## config.mk

```make
export PLATFORM = sky130hd
export DESIGN_NAME = alarm_clock_core_flat
export DESIGN_NICKNAME = d
export VERILOG_FILES = /design/src/rtl/alarm_clock_pkg.sv /design/src/rtl/alarm_clock_if.sv /design/src/rtl/seg7_decode.sv /design/src/rtl/alarm_clock_core.sv /design/src/flat_wrapper.sv
export SDC_FILE = /design/constraint.sdc
export NUM_CORES = 1
export LEC_CHECK = 0
export BUFFER_PORTS_ARGS = -buffer_cell sky130_fd_sc_hd__buf_4
export CAP_MARGIN = 5
export CELL_PAD_IN_SITES_DETAIL_PLACEMENT = 1
export CELL_PAD_IN_SITES_GLOBAL_PLACEMENT = 1
export CORE_MARGIN = 2
export CORE_UTILIZATION = 46
export CTS_CLUSTER_SIZE = 16
export DETAILED_ROUTE_END_ITERATION = 6
export GPL_TIMING_DRIVEN = 0
export PLACE_DENSITY_LB_ADDON = 0.12
export SYNTH_ARGS = -nofsm -noshare
export SYNTH_HDL_FRONTEND = slang
export SYNTH_SLANG_ARGS = --single-unit
```

## constraint.sdc

```tcl
create_clock -name CLOCK -period 5.05 [get_ports CLOCK]
set_input_delay 0 -clock CLOCK [delete_from_list [all_inputs] [get_ports CLOCK]]
set_output_delay 0 -clock CLOCK [all_outputs]
set_load 0.05 [all_outputs]
```

## src/rtl/alarm_clock_pkg.sv

```systemverilog
// Shared constants and helpers for the 12-hour alarm-clock core.
// Segment codes are gfedcba, active high.
package alarm_clock_pkg;

   localparam logic [6:0] SEG_0 = 7'b0111111;
   localparam logic [6:0] SEG_1 = 7'b0000110;
   localparam logic [6:0] SEG_2 = 7'b1011011;
   localparam logic [6:0] SEG_3 = 7'b1001111;
   localparam logic [6:0] SEG_4 = 7'b1100110;
   localparam logic [6:0] SEG_5 = 7'b1101101;
   localparam logic [6:0] SEG_6 = 7'b1111101;
   localparam logic [6:0] SEG_7 = 7'b0000111;
   localparam logic [6:0] SEG_8 = 7'b1111111;
   localparam logic [6:0] SEG_9 = 7'b1101111;
   localparam logic [6:0] BLANK = 7'b0000000;

   localparam logic [3:0] RST_HOUR = 4'd12;
   localparam logic [5:0] RST_MIN  = 6'd0;
   localparam int         SCAN_LEN = 33;

   // Returns {hour, pm}; 11->12 flips the half-day, 12->1 does not.
   function automatic logic [4:0] inc_hr(input logic [3:0] h,
                                         input logic       pm);
      if (h == 4'd12) return {4'd1, pm};
      return {h + 4'd1, pm ^ (h == 4'd11)};
   endfunction

   function automatic logic [5:0] inc_min(input logic [5:0] m);
      return (m == 6'd59) ? 6'd0 : m + 6'd1;
   endfunction

   // {tens_present, units} for an hour of 1..12.
   function automatic logic [4:0] hr_bcd(input logic [3:0] h);
      return (h >= 4'd10) ? {1'b1, h - 4'd10} : {1'b0, h};
   endfunction

   function automatic logic [7:0] min_bcd(input logic [5:0] m);
      logic [3:0] tens;
      if      (m >= 6'd50) tens = 4'd5;
      else if (m >= 6'd40) tens = 4'd4;
      else if (m >= 6'd30) tens = 4'd3;
      else if (m >= 6'd20) tens = 4'd2;
      else if (m >= 6'd10) tens = 4'd1;
      else                 tens = 4'd0;
      return {tens, 4'(m - 6'(tens) * 6'd10)};
   endfunction

endpackage

```

## src/rtl/alarm_clock_if.sv

```systemverilog
// Pin bundle between the pad ring and the alarm-clock core.
// Clock and reset stay outside as plain ports.
interface alarm_clock_if;

   logic        SET_TIME;
   logic        ALARM;
   logic        HOURS;
   logic        MINUTES;
   logic        TOGGLE;
   logic        TEST_MODE;
   logic        TEST_SE;
   logic        TEST_SI;
   logic        SPEAKER;
   logic [13:0] HR;
   logic [13:0] MIN;
   logic        AM_PM;

   modport master (
      output SET_TIME, ALARM, HOURS, MINUTES, TOGGLE,
      output TEST_MODE, TEST_SE, TEST_SI,
      input  SPEAKER, HR, MIN, AM_PM
   );

   modport slave (
      input  SET_TIME, ALARM, HOURS, MINUTES, TOGGLE,
      input  TEST_MODE, TEST_SE, TEST_SI,
      output SPEAKER, HR, MIN, AM_PM
   );

endinterface

```

## src/rtl/seg7_decode.sv

```systemverilog
// BCD digit to 7-segment (gfedcba, active high).
// Codes above 9 show blank.
module seg7_decode
   import alarm_clock_pkg::*;
(
   input  logic [3:0] bcd,
   output logic [6:0] seg
);

   always_comb begin
      seg = BLANK;
      unique case (bcd)
         4'd0:    seg = SEG_0;
         4'd1:    seg = SEG_1;
         4'd2:    seg = SEG_2;
         4'd3:    seg = SEG_3;
         4'd4:    seg = SEG_4;
         4'd5:    seg = SEG_5;
         4'd6:    seg = SEG_6;
         4'd7:    seg = SEG_7;
         4'd8:    seg = SEG_8;
         4'd9:    seg = SEG_9;
         default: seg = BLANK;
      endcase
   end

endmodule

```

## src/rtl/alarm_clock_core.sv

```systemverilog
// 12-hour alarm clock with time/alarm edit, 7-seg display
// decode and a single full-scan chain ending at SPEAKER.
module alarm_clock_core
   import alarm_clock_pkg::*;
#(
   parameter int TICKS_PER_MIN = 60
) (
   input logic          CLOCK,
   input logic          RESETN,
   alarm_clock_if.slave bus
);

   localparam int PW = (TICKS_PER_MIN > 2) ? $clog2(TICKS_PER_MIN) : 1;
   localparam logic [PW-1:0] LAST = PW'(TICKS_PER_MIN - 1);

   // Field order is the scan order: first field sits next to TEST_SI.
   typedef struct packed {
      logic          eh;
      logic          em;
      logic          et;
      logic [PW-1:0] presc;
      logic [3:0]    t_hr;
      logic [5:0]    t_min;
      logic          t_pm;
      logic [3:0]    a_hr;
      logic [5:0]    a_min;
      logic          a_pm;
      logic          en;
      logic          spk;
   } st_t;

   localparam int CHAIN = $bits(st_t);

   st_t              q;
   st_t              d;
   logic [CHAIN-1:0] qv;
   logic             rst;
   logic             he;
   logic             me;
   logic             te;
   logic             tick;
   logic             match;
   logic             show_alarm;
   logic [3:0]       src_hr;
   logic [5:0]       src_min;
   logic [4:0]       hb;
   logic [7:0]       mb;
   logic [6:0]       hr_t_seg;
   logic [6:0]       hr_u_seg;
   logic [6:0]       mn_t_seg;
   logic [6:0]       mn_u_seg;

   assign qv    = q;
   assign rst   = RESETN & ~bus.TEST_MODE;
   assign he    = bus.HOURS & ~q.eh;
   assign me    = bus.MINUTES & ~q.em;
   assign te    = bus.TOGGLE & ~q.et;
   assign match = (q.t_hr == q.a_hr) & (q.t_min == q.a_min) &
                  (q.t_pm == q.a_pm);

   always_comb begin
      d      = q;
      tick   = 1'b0;
      d.eh   = bus.HOURS;
      d.em   = bus.MINUTES;
      d.et   = bus.TOGGLE;
      if (bus.SET_TIME) begin
         d.presc = '0;
         if (he) {d.t_hr, d.t_pm} = inc_hr(q.t_hr, q.t_pm);
         if (me) d.t_min = inc_min(q.t_min);
      end else begin
         tick    = (q.presc == LAST);
         d.presc = tick ? '0 : q.presc + PW'(1);
         if (tick) begin
            d.t_min = inc_min(q.t_min);
            if (q.t_min == 6'd59)
               {d.t_hr, d.t_pm} = inc_hr(q.t_hr, q.t_pm);
         end
         if (bus.ALARM) begin
            if (he) {d.a_hr, d.a_pm} = inc_hr(q.a_hr, q.a_pm);
            if (me) d.a_min = inc_min(q.a_min);
         end
      end
      if (te) d.en = ~q.en;
      d.spk = q.en & ~bus.SET_TIME & match;
   end

   always_ff @(posedge CLOCK) begin
      if (rst) begin
         q       <= '0;
         q.t_hr  <= RST_HOUR;
         q.a_hr  <= RST_HOUR;
         q.t_min <= RST_MIN;
         q.a_min <= RST_MIN;
      end else if (bus.TEST_SE) begin
         q <= {bus.TEST_SI, qv[CHAIN-1:1]};
      end else begin
         q <= d;
      end
   end

   assign show_alarm = bus.ALARM & ~bus.SET_TIME;
   assign src_hr     = show_alarm ? q.a_hr  : q.t_hr;
   assign src_min    = show_alarm ? q.a_min : q.t_min;
   assign hb         = hr_bcd(src_hr);
   assign mb         = min_bcd(src_min);

   seg7_decode u_hr_t (.bcd({3'b000, hb[4]}), .seg(hr_t_seg));
   seg7_decode u_hr_u (.bcd(hb[3:0]),         .seg(hr_u_seg));
   seg7_decode u_mn_t (.bcd(mb[7:4]),         .seg(mn_t_seg));
   seg7_decode u_mn_u (.bcd(mb[3:0]),         .seg(mn_u_seg));

   assign bus.HR      = {hb[4] ? hr_t_seg : BLANK, hr_u_seg};
   assign bus.MIN     = {mn_t_seg, mn_u_seg};
   assign bus.AM_PM   = show_alarm ? q.a_pm : q.t_pm;
   assign bus.SPEAKER = q.spk;

endmodule

```

## src/flat_wrapper.sv

```systemverilog
// flat-port wrapper written by rule: the top's interface ports become plain ports
module alarm_clock_core_flat import alarm_clock_pkg::*;
#(
   parameter int TICKS_PER_MIN = 60
)
  (CLOCK, RESETN, bus_SET_TIME, bus_ALARM, bus_HOURS, bus_MINUTES, bus_TOGGLE, bus_TEST_MODE, bus_TEST_SE, bus_TEST_SI, bus_SPEAKER, bus_HR, bus_MIN, bus_AM_PM);
  alarm_clock_if bus_i ();
  input logic CLOCK;
  input logic RESETN;
  input wire logic [$bits(bus_i.SET_TIME)-1:0] bus_SET_TIME;
  input wire logic [$bits(bus_i.ALARM)-1:0] bus_ALARM;
  input wire logic [$bits(bus_i.HOURS)-1:0] bus_HOURS;
  input wire logic [$bits(bus_i.MINUTES)-1:0] bus_MINUTES;
  input wire logic [$bits(bus_i.TOGGLE)-1:0] bus_TOGGLE;
  input wire logic [$bits(bus_i.TEST_MODE)-1:0] bus_TEST_MODE;
  input wire logic [$bits(bus_i.TEST_SE)-1:0] bus_TEST_SE;
  input wire logic [$bits(bus_i.TEST_SI)-1:0] bus_TEST_SI;
  output wire logic [$bits(bus_i.SPEAKER)-1:0] bus_SPEAKER;
  output wire logic [$bits(bus_i.HR)-1:0] bus_HR;
  output wire logic [$bits(bus_i.MIN)-1:0] bus_MIN;
  output wire logic [$bits(bus_i.AM_PM)-1:0] bus_AM_PM;
  assign bus_i.SET_TIME = bus_SET_TIME;
  assign bus_i.ALARM = bus_ALARM;
  assign bus_i.HOURS = bus_HOURS;
  assign bus_i.MINUTES = bus_MINUTES;
  assign bus_i.TOGGLE = bus_TOGGLE;
  assign bus_i.TEST_MODE = bus_TEST_MODE;
  assign bus_i.TEST_SE = bus_TEST_SE;
  assign bus_i.TEST_SI = bus_TEST_SI;
  assign bus_SPEAKER = bus_i.SPEAKER;
  assign bus_HR = bus_i.HR;
  assign bus_MIN = bus_i.MIN;
  assign bus_AM_PM = bus_i.AM_PM;
  alarm_clock_core #(.TICKS_PER_MIN(TICKS_PER_MIN)) u_core (.CLOCK(CLOCK), .RESETN(RESETN), .bus(bus_i));
endmodule
```

==> flow_summary.toml <==
[timing]
setup_tns_ns = 0
min_period_ns = 3.936
timing.hold.ws_ns = 0.1743
maxSlewHeadroom_pct = 54.34
worst_pin_slew_ns = 0.6849
fin_worst_skew_ns = 0.01311
period_share_pct = 77.94
final_hold_viol_count = 0
timing.final.ws_setup_ns = 1.114
fmax_ghz = 0.2541
setup_viol = 0
rsz0062_at_grt = "no"
slew_viol_final = 0

[worst_setup_path]
crit_required_ns = 5.05
endpoint_kind = "output port"
criticalPathCategory = "reg -> out"
cp_slowest_cell = "fa_1"
critPathArrivalTime_ns = 3.94
startpoint_type = "flop"
path_cells = "clkbuf_1 -> mux2i_1 -> or3_1 -> clkbuf_1 -> o21ai_0 -> o21ai_0 -> ha_1 -> fa_1 -> clkbuf_1 -> nor2b_1 -> o21bai_1 -> nand2_1 -> buf_4"
path_max_fanout = 10
crit_top_cell = "clkbuf_1"
cpPeakStageDelay_ns = 0.53

[clock_network]
cts_tree = "done"
root_buffer = "clkbuf_8"
ctsResizeCount = 0
path_clk_slew_ns = 0.07
numClockSinks = 33
clk_latency_ns = 0.29
ctsHtreeMaxLevel = 2
clockBufferDepth = 2
cts_made_buffers = 5

[min_path]
hold_class = "in -> reg"

[route]
wire_per_inst_um = 16.52
routed_wl_um = 8755
vias = 3050
drc = 0
ant_nets = 0
dr.pass1.iters = 4
drtIter0Drc = 95
vias_per_cell = 5.755

[floorplanning]
io_pins = 40
initial_core_util_pct = 47.57
die_y_um = 85.27
core-area_um2 = 6386
dieArea_um2 = 7270
fp.dieW_um = 85.27
rows = 29

[yosys]
seq_area_frac_synth_pct = 21.75
netlist_instances = 406
synth-edff-count = 0
netlist_area_um2 = 3038
synth.distinct_cells = 66
syn_area_per_cell_um2 = 7.483
yosysWarnings = 0
async_flop_share_pct = 0
ys_top_cells_by_area = "dfxtp_1 22%, ha_1 11%, mux2i_1 5.9%"
ys_ff_latch = 33
synth_top_area_share_pct = 21.75
synth.largest_area_cell = "dfxtp_1"
ys.flop_type = "dfxtp_1"

[global_route]
grt_overflow = 0
grt_max_degree = 11
grt_pass1_wl_um = 14990
grt_use_total_pct = 25.04
grt_pass1_vias = 3123
antenna_found_initial = 0

[power]
p_seq_share_pct = 19.4
intPower_w = 0.0007596
swShare_pct = 53.76
clkPwrFrac_pct = 12.7
total_power_w = 0.001643
leakage_nw = 1.541
p_sw_w = 0.0008832
peakVddDrop_uv = 388.4
power_density_nw_per_um2 = 466.7
pwr-share-comb_pct = 68.0

[final_layout]
drive_gt1_share_pct = 14.13
nNetsFinal = 491
layout_commonest_cell = "nor2_1"
antenna_cells = 0
layout_common_cells = "46 x nor2_1, 41 x nand2_1, 40 x buf_4, 33 x dfxtp_1, 27 x ha_1"
area_growth_pct = 15.86
num-fill-cells = 854
post-route-util_pct = 55.11

[placement]
dp_hpwl_um = 6574
place.port_buffers = 32
routabilityCongestion = 0.8458
post-place-ws_ns = 1.416

[run]
drv_cap = 0

[run_status]
status = "finished, final reports clean"
area by class of cell:
type	count	area (um^2)	area share, %
plain buffers	37	178.9	5.084
inverters	17	63.81	1.813
clock inverters	1	7.507	0.2133
multi-input cells	323	2150	61.07
well taps	77	96.34	2.737
clock buffers	6	82.58	2.346
repair buffers	36	280.3	7.963
flip-flops and latches	33	660.6	18.77
path summary, 6_finish.rpt:
kind,slack [ns],endpoint,startpoint,cells past startpoint
max,1.11,bus_MIN[0],u_core.q[8],13
min,0.17,u_core.q[12],RESETN,3
max reg2reg,2.70,u_core.q[18],u_core.q[24],6
min reg2reg,0.51,u_core.bus.SPEAKER,u_core.q[1],1
registers in the layout (all words and copies together), names as in the netlist:
register,flops
u_core.bus.SPEAKER,1
u_core.q,32
routing by layer:
layer	up-vias	routed length (um)	GRT usage (%)
li1	1497	-	-
met1	1492	4079	32.46
met2	46	4237	42.90
met3	15	281	3.988
met4	0	157	7.071
met5	-	0	0
worst max-delay path, delay by kind of cell, from the launching register on:
kind / cells / cell delay, ns
muxes: 1 / 0.24
DFF: 1 / 0.31
buffers and inverters: 4 / 1.11
AOI/OAI and AO/OA: 3 / 0.42
adders and majority gates: 2 / 0.80
and+or+nand+nor: 3 / 0.77
logic make-up (layout without fill, tap and decap cells):
group | after synthesis | count (layout) | share of synthesized area [%]
multiplexers | 20 | 20 | 6.754
XOR/XNOR | 23 | 23 | 6.631
AO/OA/AOI/OAI | 93 | 93 | 20.10
AND/OR/NAND/NOR | 153 | 153 | 24.55
flip-flops | 33 | 33 | 21.75
adder cells (fa/ha/maj) | 29 | 29 | 12.11
buffers and inverters | 54 | 97 | 7.990
other | 1 | 5 | 0.1234
Yosys cell counts, drive strengths merged, types with 3 or more instances:
library cell / n
xnor2: 20
buf: 16
a22oi: 8
a31oi: 3
a21o: 4
ha: 27
nand2: 41
xor2: 3
inv: 16
nor2: 47
o21ai: 25
clkbuf: 21
dfxtp: 33
nand4: 4
nor3b: 4
nor3: 11
nand2b: 5
o211ai: 3
mux2i: 19
a211oi: 4
and3: 5
a21oi: 26
nand3: 15
nor2b: 8
power groups by stage:
stage	clock network [W]	registers, W	logic [W]
global placement	0	0.000322	0.00109
CTS	0.000208	0.000317	0.00113
finish	0.000208	0.000318	0.00112
detailed placement	0	0.000323	0.00112
floorplan	0	0.000316	0.000838
global route	0.000221	0.000322	0.00121
through the flow:
step,instances,instance area (um^2)
2_1_floorplan,410,3053
3_3_place_gp,519,3390
3_5_place_dp,519,3390
4_1_cts,530,3520
5_1_grt,530,3520
6_report,530,3520
what timing repair did:
item / CTS / global route
hold endpoints to repair: 3 / 0
buffers inserted: 0 / 0
hold buffers: 4 / 0
Note: power is estimated with default switching activity, not from simulation.
